**src/rtl/pipelined_adder.sv**
```systemverilog
// pipelined_adder: N-bit add/subtract unit with the carry chain cut into
// CHUNK-bit slices, one register stage per slice, and valid/ready
// handshakes on both sides. One operation per cycle at full throughput;
// latency is STAGES cycles from the accepting edge.
//
// The arithmetic is {co,sum} = a + (b ^ {WIDTH{sub}}) + (ci ^ sub), so
// sub=1 with ci=0 gives a - b, and co=1 then means "no borrow".
// ovf is the signed overflow of that same addition.
//
// Ports
//   clk          rising-edge clock
//   rst_n        asynchronous active-low reset
//   in_valid_i   operand tuple valid
//   in_ready_o   unit accepts a tuple this cycle
//   a_i, b_i     operands (WIDTH bits, unsigned or two's complement)
//   ci_i         carry in
//   sub_i        1 = subtract, 0 = add
//   out_valid_o  result valid
//   out_ready_i  consumer takes the result this cycle
//   sum_o        result (WIDTH bits)
//   co_o         carry out of the MSB
//   ovf_o        signed overflow
//
// WIDTH must be a multiple of CHUNK; CHUNK == WIDTH gives a single stage.
module pipelined_adder #(
  parameter int WIDTH = 16,
  parameter int CHUNK = 4
) (
  input  logic             clk,
  input  logic             rst_n,
  input  logic             in_valid_i,
  output logic             in_ready_o,
  input  logic [WIDTH-1:0] a_i,
  input  logic [WIDTH-1:0] b_i,
  input  logic             ci_i,
  input  logic             sub_i,
  output logic             out_valid_o,
  input  logic             out_ready_i,
  output logic [WIDTH-1:0] sum_o,
  output logic             co_o,
  output logic             ovf_o
);
  localparam int STAGES = WIDTH / CHUNK;
  localparam int LAST   = STAGES - 1;

  // Subtract handling is folded into the operands once, at the input.
  logic [WIDTH-1:0] b_eff;
  logic             c_eff;
  logic             ovf_q;

  assign b_eff = b_i ^ {WIDTH{sub_i}};
  assign c_eff = ci_i ^ sub_i;

  for (genvar gi = 0; gi < STAGES; gi++) begin : gen_stage
    // DW: result bits finished once this stage has been loaded.
    // PW: operand bits still to be summed by later stages.
    localparam int DW = (gi + 1) * CHUNK;
    localparam int PW = WIDTH - DW;

    logic             valid_q;
    logic             carry_q;
    logic             en;       // this stage's register may load this cycle
    logic             v_in;
    logic             c_in;
    logic [CHUNK-1:0] a_sl;
    logic [CHUNK-1:0] b_sl;
    logic [CHUNK:0]   slice_sum;
    logic [DW-1:0]    res_d;
    logic [DW-1:0]    res_q;

    if (gi == 0) begin : gen_src
      assign v_in  = in_valid_i;
      assign c_in  = c_eff;
      assign a_sl  = a_i[CHUNK-1:0];
      assign b_sl  = b_eff[CHUNK-1:0];
      assign res_d = slice_sum[CHUNK-1:0];
    end else begin : gen_fwd
      // The lowest pending bits of the previous stage are this stage's slice.
      assign v_in  = gen_stage[gi-1].valid_q;
      assign c_in  = gen_stage[gi-1].carry_q;
      assign a_sl  = gen_stage[gi-1].gen_pend.a_hi_q[CHUNK-1:0];
      assign b_sl  = gen_stage[gi-1].gen_pend.b_hi_q[CHUNK-1:0];
      assign res_d = {slice_sum[CHUNK-1:0], gen_stage[gi-1].res_q};
    end

    assign slice_sum = {1'b0, a_sl} + {1'b0, b_sl} + {{CHUNK{1'b0}}, c_in};

    // A stage can load when it is empty or its contents move on this cycle,
    // so bubbles collapse even while the output is stalled.
    if (gi == LAST) begin : gen_en_last
      assign en = !valid_q || out_ready_i;
    end else begin : gen_en_mid
      assign en = !valid_q || gen_stage[gi+1].en;
    end

    always_ff @(posedge clk or negedge rst_n) begin
      if (!rst_n) begin
        valid_q <= 1'b0;
        carry_q <= 1'b0;
        res_q   <= '0;
      end else if (en) begin
        valid_q <= v_in;
        if (v_in) begin
          carry_q <= slice_sum[CHUNK];
          res_q   <= res_d;
        end
      end
    end

    // Operand bits not yet summed travel with the tuple.
    if (gi < LAST) begin : gen_pend
      logic [PW-1:0] a_hi_d;
      logic [PW-1:0] b_hi_d;
      logic [PW-1:0] a_hi_q;
      logic [PW-1:0] b_hi_q;

      if (gi == 0) begin : gen_cut
        assign a_hi_d = a_i[WIDTH-1:CHUNK];
        assign b_hi_d = b_eff[WIDTH-1:CHUNK];
      end else begin : gen_shift
        assign a_hi_d = gen_stage[gi-1].gen_pend.a_hi_q[PW+CHUNK-1:CHUNK];
        assign b_hi_d = gen_stage[gi-1].gen_pend.b_hi_q[PW+CHUNK-1:CHUNK];
      end

      always_ff @(posedge clk or negedge rst_n) begin
        if (!rst_n) begin
          a_hi_q <= '0;
          b_hi_q <= '0;
        end else if (en && v_in) begin
          a_hi_q <= a_hi_d;
          b_hi_q <= b_hi_d;
        end
      end
    end

    // The last stage sees the operand sign bits and the result sign bit,
    // so overflow is resolved and registered alongside the final slice.
    if (gi == LAST) begin : gen_ovf
      logic ovf_d;

      assign ovf_d = (a_sl[CHUNK-1] == b_sl[CHUNK-1]) &&
                     (slice_sum[CHUNK-1] != a_sl[CHUNK-1]);

      always_ff @(posedge clk or negedge rst_n) begin
        if (!rst_n) begin
          ovf_q <= 1'b0;
        end else if (en && v_in) begin
          ovf_q <= ovf_d;
        end
      end
    end
  end

  assign in_ready_o  = gen_stage[0].en;
  assign out_valid_o = gen_stage[LAST].valid_q;
  assign sum_o       = gen_stage[LAST].res_q;
  assign co_o        = gen_stage[LAST].carry_q;
  assign ovf_o       = ovf_q;

endmodule

```
**config.mk**
```make
export PLATFORM = sky130hd
export DESIGN_NAME = pipelined_adder
export DESIGN_NICKNAME = d
export VERILOG_FILES = /design/src/rtl/pipelined_adder.sv
export SDC_FILE = /design/constraint.sdc
export NUM_CORES = 1
export LEC_CHECK = 0
export ABC_AREA = 1
export CAP_MARGIN = 20
export CORE_UTILIZATION = 40
export CTS_CLUSTER_SIZE = 8
export DETAILED_ROUTE_END_ITERATION = 8
export PLACE_DENSITY_LB_ADDON = 0.25
export SYNTH_ARGS = -nofsm -noshare
export SYNTH_HDL_FRONTEND = slang
export SYNTH_SLANG_ARGS = --single-unit
```
**constraint.sdc**
```tcl
create_clock -name clk -period 3 [get_ports clk]
set_clock_uncertainty 0.05 [all_clocks]
set_input_delay 0.3 -clock clk [delete_from_list [all_inputs] [get_ports clk]]
set_output_delay 0.3 -clock clk [all_outputs]
set_load 0.05 [all_outputs]
```
==> metrics.md, run 1 <==
| Metric | Value |
|---|---|
| Most frequent cells in the layout | nand2_1 (216), dfrtp_1 (97), clkdlybuf4s50_1 (55) |
| Final instance area | 5290 sq um |
| Worst EP arrival | 2.20 ns |
| Vias | around 3.2k |
| Deepest clock path buffer count | 2 |
| Filler cell count | 1016 |
| Largest net degree at the start of global routing | 51 |
| Die Footprint | 11400 sq um |
| Synthesized cell area | 4410 sq um |
| XOR/XNOR Fraction of Synth Area | 0.0417 |
| Setup bufs post-CTS | 0 |
| Setup violations, final | 0 |
| Synthesized flop and latch total | 97 |
| Grt ovf | 0 |
| Cell area power density | 837 nW/um^2 |
| Syn. warnings | 0 |
| Post-route clock period utilization | 0.662 |
| Syn avg cell area | 8.96 sq um |
| Starting Density | 0.419 |
| Adder-cell area share of the yosys netlist | 0.0704 |
| Synth-to-layout area growth | 20.0% |
| Commonest non-fill, non-tap cell in the layout | nand2_1 |
| Root Buffer | clkbuf_8 |
| Antenna diodes | 0 |
| FF/Latch Area | 2430 sq um |
| Multi-input logic area | about 1800 sq um |
| First-pass GRT wire length | 14.9 mm |
| Switching Share | 0.384 |
| Hold WC Path Type | reg -> reg |
| Switch Pwr | 1700 uW |
| Crit path max fanout | 3 |
| Clk Latency, worst-skew pair | 0.36 ns |
| CTS Buf Count | 9 |
| Hold slack | about 0.43 ns |
| Reg clk slew, reported paths | 0.09 ns |
| Number of distinct library cells after synthesis | 24 |
| Area after DPL | 5070 sq um |
| Gr usage total | 0.166 |
| Largest family of logic cells by synthesized area | simple AND/OR/NAND/NOR gates |
| Vias in the first global route | around 3.4k |
| Worst Setup Path Type | in -> reg |
| RSZ-0062 raised after global routing | false |
| Area fraction in compound gates after synthesis | 0.0380 |
| Worst Setup End Kind | flop |
| Synth top area share | 0.551 |
| Syn Nets | 550 |
| DR iter-0 viols | 125 |
| Peak supply drop | 0.373 mV |
| Primary FF master, synth | dfrtp_1 |
| Wirelength per Cell | 12.1 microns |
| Residual DRC | 0 |
| Sequential Power Share | 0.437 |
| CP Data Required Time | 3.21 ns |
| Leakage | 0.00269 uW |
| Final Wtd Congestion | 0.750 |
| Max-slew violation count | 0 |
| Final worst setup slack | 1.01 ns |
| Detailed placer's ending HPWL | 6.00 mm |
| Sequential element share of the synthesized area | 0.551 |
| Logic pwr share | 0.367 |
| Post-synthesis mux area share | 0 |
| Ports | 58 |
| Tmin final | 1.99 ns |
| Post-DRT Antenna Nets | 0 |
| Slew margin rel. | 0.387 |
| H-Tree Depth | 3 |
| Async S/R FF share, synth | 1.00 |
| Die Wd | 107 microns |
| Initial antenna violation count | 0 |
| Vias/cell | 4.70 |
| CTS tree | done |
| Clk pwr share | 0.196 |
| Hold Fails Final Rpt | 0 |
| Pre-CTS WS | 0.605 ns |
| Rows | 37 |
| Post-route setup TNS | 0 ns |
| Core outline area | roughly 11000 sq um |
| Final Net Count | 604 |
| Top post-synthesis cells by area | dfrtp_1 (55%), nand2_1 (18%), nand3_1 (4.4%) |
| Clock Sinks | 97 |
| Maxcap violations | 0 |
| Area leader, netlist | dfrtp_1 |
| Synthesized netlist cell count | slightly below 500 |
| PortBufs | 57 |
| Tot Pwr | 4430 uW |
| Worst Tran Pin Value | 0.918 ns |
| Top achievable clock speed | 504 MHz |
| Number of flops mapped to enable cells by yosys | 0 |
| Post-Synth Simple-Gate Area | 0.249 |
| Int Pwr | ~2700 uW |
| Share of layout cells above drive strength 1 | 0.0544 |
| Die H | 107 microns |
| Routed WL | 8.29 mm |
| Post-cts sizing count | 0 |
| Status | completed |
| CP startpoint kind | input port |
| DRT Pass-1 Iters | 5 |
[layer usage]
| metal | vias to the layer above | share of wire | track usage |
|---|---|---|---|
| li1 | 1648 | - | - |
| met3 | 6 | 0.040 | 0.0395 |
| met5 | - | 0 | 0 |
| met4 | 0 | 0.0086 | 0.0538 |
| met2 | 75 | 0.45 | 0.265 |
| met1 | 1502 | 0.50 | 0.224 |
[cell usage after synthesis (6+ instances only)]
| library cell | count |
|---|---|
| fa_1 | 8 |
| nor2_1 | 7 |
| nand2_1 | 216 |
| xor2_1 | 19 |
| a21oi_1 | 6 |
| dfrtp_1 | 97 |
| inv_1 | 24 |
| o21ai_0 | 18 |
| ha_1 | 12 |
| nand3_1 | 39 |
| o21ai_1 | 8 |
| buf_2 | 12 |
[power groups by stage]
stage | sequential [uW] | combinational [uW] | clock, uW
floorplan | 2310 | 768 | 0
global placement | 1950 | 1600 | 0
detailed placement | 1960 | 1630 | 0
CTS | 1940 | 1640 | 892
global route | 1980 | 1830 | 942
finish | 1930 | 1620 | 868
[worst max-delay path: stages]
cell	delay (ns)
clkdlybuf4s50_1	0.51
xor2_1	0.22
fa_1	0.44
fa_1	0.41
nand3_1	0.12
nand2_1	0.07
nand3_1	0.08
nand2_1	0.05
[cells by family (layout without fill, tap and decap cells)]
group,count (synthesis),after routing
adder cells (fa/ha/maj),20,20
AND/OR/NAND/NOR,272,272
buffers and inverters,49,108
AO/OA/AOI/OAI,33,33
flip-flops,97,97
XOR/XNOR,21,21
[path summary, 6_finish.rpt]
path                       slack (ns)                                          end                                        start  cells after the start
hold reg to reg                  0.43  gen_stage[1].gen_pend.a_hi_q[0]$_DFFE_PN0P_  gen_stage[0].gen_pend.a_hi_q[4]$_DFFE_PN0P_                      2
setup / recovery                 1.01             gen_stage[0].carry_q$_DFFE_PN0P_                                        sub_i                      8
min in group asynchronous        0.44                         sum_o[0]$_DFFE_PN0P_                                        rst_n                      2
max in group asynchronous        1.68  gen_stage[0].gen_pend.a_hi_q[6]$_DFFE_PN0P_                                        rst_n                      3
setup reg to reg                 1.19  gen_stage[0].gen_pend.b_hi_q[6]$_DFFE_PN0P_                      out_valid_o$_DFFE_PN0P_                      6
hold / removal                   0.43  gen_stage[1].gen_pend.a_hi_q[0]$_DFFE_PN0P_  gen_stage[0].gen_pend.a_hi_q[4]$_DFFE_PN0P_                      2
[per-stage QoR]
stage	utilization	cells
after detailed placement	0.483	670
after floorplan	-	492
after global placement	0.483	670
after CTS	0.503	687
final	0.503	687
after global routing	0.503	687
[sequential cells by signal, summed over array words and instances (netlist names)]
signal	flops
co_o	1
sum_o	16
out_valid_o	1
gen_stage.valid_q	3
gen_stage.carry_q	3
gen_stage.res_q	24
gen_stage.gen_pend.b_hi_q	24
gen_stage.gen_pend.a_hi_q	24
ovf_o	1
[layout make-up]
| class | count | area share |
|---|---|---|
| tap | 136 | 0.0322 |
| clock buffer | 12 | 0.0293 |
| timing repair buffer | 64 | 0.117 |
| clock inverter | 4 | 0.00970 |
| sequential | 97 | 0.459 |
| inverter | 28 | 0.0199 |
| multi-input combinational | 346 | 0.333 |
[timing repair]
item                       in CTS  in global routing
setup endpoints to repair       0                  0
hold endpoints to repair       48                  0
hold buffers                    1                  0
No activity file was read; power rests on OpenSTA's default activity.
==> run 2: changes to the inputs <==
Clock period 3 ns to 1.6 ns, I/O delays scaled along.
==> metrics.md, run 2 (synthesized netlist as in run 1, its figures left out) <==
| Metric | Value |
|---|---|
| Crit-path max cell delay | roughly 0.40 ns |
| Residual DRC | 0 |
| CP cell instances | inv_2 > nor2_4 > nand4_1 > buf_6 > buf_8 |
| DR iter-0 viols | 127 |
| Slew margin rel. | 0.721 |
| Vias/cell | roughly 4.6 |
| Commonest non-fill, non-tap cell in the layout | nand2_1 |
| Worst Setup End Kind | output pin |
| CP startpoint kind | flop |
| Grt ovf | 0 |
| Worst Tran Pin Value | 0.418 ns |
| Crit path to | in_ready_o |
| Hold Fails Final Rpt | 0 |
| Reg2reg setup slack | 0.01 ns |
| Hold WC Path Type | in -> async |
| Worst r2r src | gen_stage[2].carry_q$_DFFE_PN0P_ |
| Root Buffer | clkbuf_8 |
| Detailed placer's ending HPWL | 6.20 mm |
| Worst Setup SP | out_valid_o$_DFFE_PN0P_ |
| Crit path max fanout | 7 |
| CP Data Required Time | 1.39 ns |
| CP delay by family, top | flip-flops |
| Routed WL | 8.47 mm |
| Vias in the first global route | 3238 |
| Share of layout cells above drive strength 1 | 0.154 |
| Synth-to-layout area growth | 26.7% |
| Post-route setup TNS | 0 ns |
| Maxcap violations | 0 |
| Final Net Count | 625 |
| Gr usage total | 0.168 |
| RR Endpoint | co_o$_DFFE_PN0P_ |
| Setup violations, final | 0 |
| Reg clk slew, reported paths | 0.09 ns |
| Top achievable clock speed | 627 MHz |
| Clk Latency, worst-skew pair | 0.36 ns |
| Worst EP arrival | 1.39 ns |
| Leakage | about 0.0029 uW |
| Peak supply drop | 0.773 mV |
| Worst Setup Path Type | reg -> out |
| Max-slew violation count | 0 |
| First-pass GRT wire length | roughly 15 mm |
| Hold slack | between 0.2 and 0.25 ns |
| RSZ-0062 raised after global routing | true |
| WP buf/inv | 3 |
| Post-route clock period utilization | 0.997 |
| Die H | 107 microns |
| Cell area power density | 1570 nW/um^2 |
| Starting Density | 0.419 |
| DRT Pass-1 Iters | 4 |
| Deepest clock path buffer count | 2 |
| Initial antenna violation count | 0 |
| Wirelength per Cell | 12.0 microns |
| Post-DRT Antenna Nets | 0 |
| CTS Buf Count | 9 |
| Rows | 37 |
| Die Footprint | 11400 sq um |
| Core outline area | ~11000 sq um |
| Die Wd | 107 microns |
| Biggest regs | gen_stage.gen_pend.a_hi_q: 24 flops, gen_stage.gen_pend.b_hi_q: 24 flops, gen_stage.res_q: 24 flops |
| FF-to-FF path depth | 6 |
| Vias | 3263 |
| H-Tree Depth | 3 |
| Antenna diodes | 0 |
| Tot Pwr | 8760 uW |
| Clock Sinks | 97 |
| CTS tree | done |
| Levels on crit path | 5 |
| Crit-path slowest cell | dfrtp_2 |
| PortBufs | 57 |
| Most frequent cells in the layout | nand2_1 (215), dfrtp_1 (96), nand3_1 (39), buf_4 (39), clkdlybuf4s50_1 (33) |
| Tmin final | 1.60 ns |
| Status | completed |
| Ports | 58 |
| Final Wtd Congestion | 0.745 |
| Largest net degree at the start of global routing | 37 |
==> run 2: changes by cell type in the layout (fill, tap and decap cells not counted), sizes merged <==
cell,previous run,this run
buf,8,47
bufinv,1,3
clkbuf,12,13
clkdlybuf4s50,55,33
clkinv,2,1
dlymetal6s2s,0,2
==> run 2: through the flow <==
stage / setup WS, ns / cells / cell area, sq um / util
2_1_floorplan: -0.137 / 492 / 4450 / -
3_3_place_gp: -0.459 / 681 / 5170 / 0.492
3_5_place_dp: -0.489 / 681 / 5170 / 0.492
4_1_cts: -0.0477 / 699 / 5450 / 0.519
5_1_grt: -0.0824 / 708 / 5580 / 0.531
6_report: 0.00488 / 708 / 5580 / 0.531
==> run 2: what timing repair did <==
| item | 4_1_cts | 5_1_grt |
|---|---|---|
| gates resized for setup | 8 | 20 |
| hold endpoints to repair | 26 | 0 |
| endpoints found under the setup margin | 10 | 14 |
| buffers inserted | 1 | 8 |
| pin swaps | 3 | 9 |
| gates cloned | 0 | 1 |
| hold buffers | 1 | 0 |
==> run 2: worst min path at each step <==
| stage | end | cells past startpoint | start |
|---|---|---|---|
| floorplan | co_o$_DFFE_PN0P_ | 0 | rst_n |
| global route | sum_o[2]$_DFFE_PN0P_ | 2 | rst_n |
| detailed placement | sum_o[2]$_DFFE_PN0P_ | 1 | rst_n |
| CTS | sum_o[2]$_DFFE_PN0P_ | 2 | rst_n |
| global placement | sum_o[1]$_DFFE_PN0P_ | 1 | rst_n |
| finish | sum_o[2]$_DFFE_PN0P_ | 2 | rst_n |
==> run 2: power breakdown <==
part | internal, uW | switching, uW
combinational | 1220 | 2010
sequential | 3200 | 438
clock | 1080 | 820
total | 5490 | 3270
==> run 2: layout make-up <==
cell class,instances,area (sq um)
repair buffers,85,817
multi-input cells,346,1820
flip-flops and latches,97,2430
clock buffers,11,141
clock inverters,5,103
fillers,1003,4930
well taps,136,170
inverters,28,105
==> run 2: worst reg2reg max path, stage by stage, from the launching register on <==
cell     delay, ns
dfrtp_1       0.41
fa_2          0.41
fa_2          0.38
nand2_1       0.07
nand2_1       0.05
nand2_1       0.05
a21oi_1       0.06
==> run 2: metal layers <==
layer | wire [microns] | up-vias | part of all wire | global-route usage
met4 | 153 | 0 | 0.018 | 0.0646
met2 | 3720 | 69 | 0.44 | 0.262
met1 | 4290 | 1489 | 0.51 | 0.236
li1 | - | 1693 | - | -
met3 | 307 | 12 | 0.036 | 0.0267
met5 | 0 | - | 0 | 0
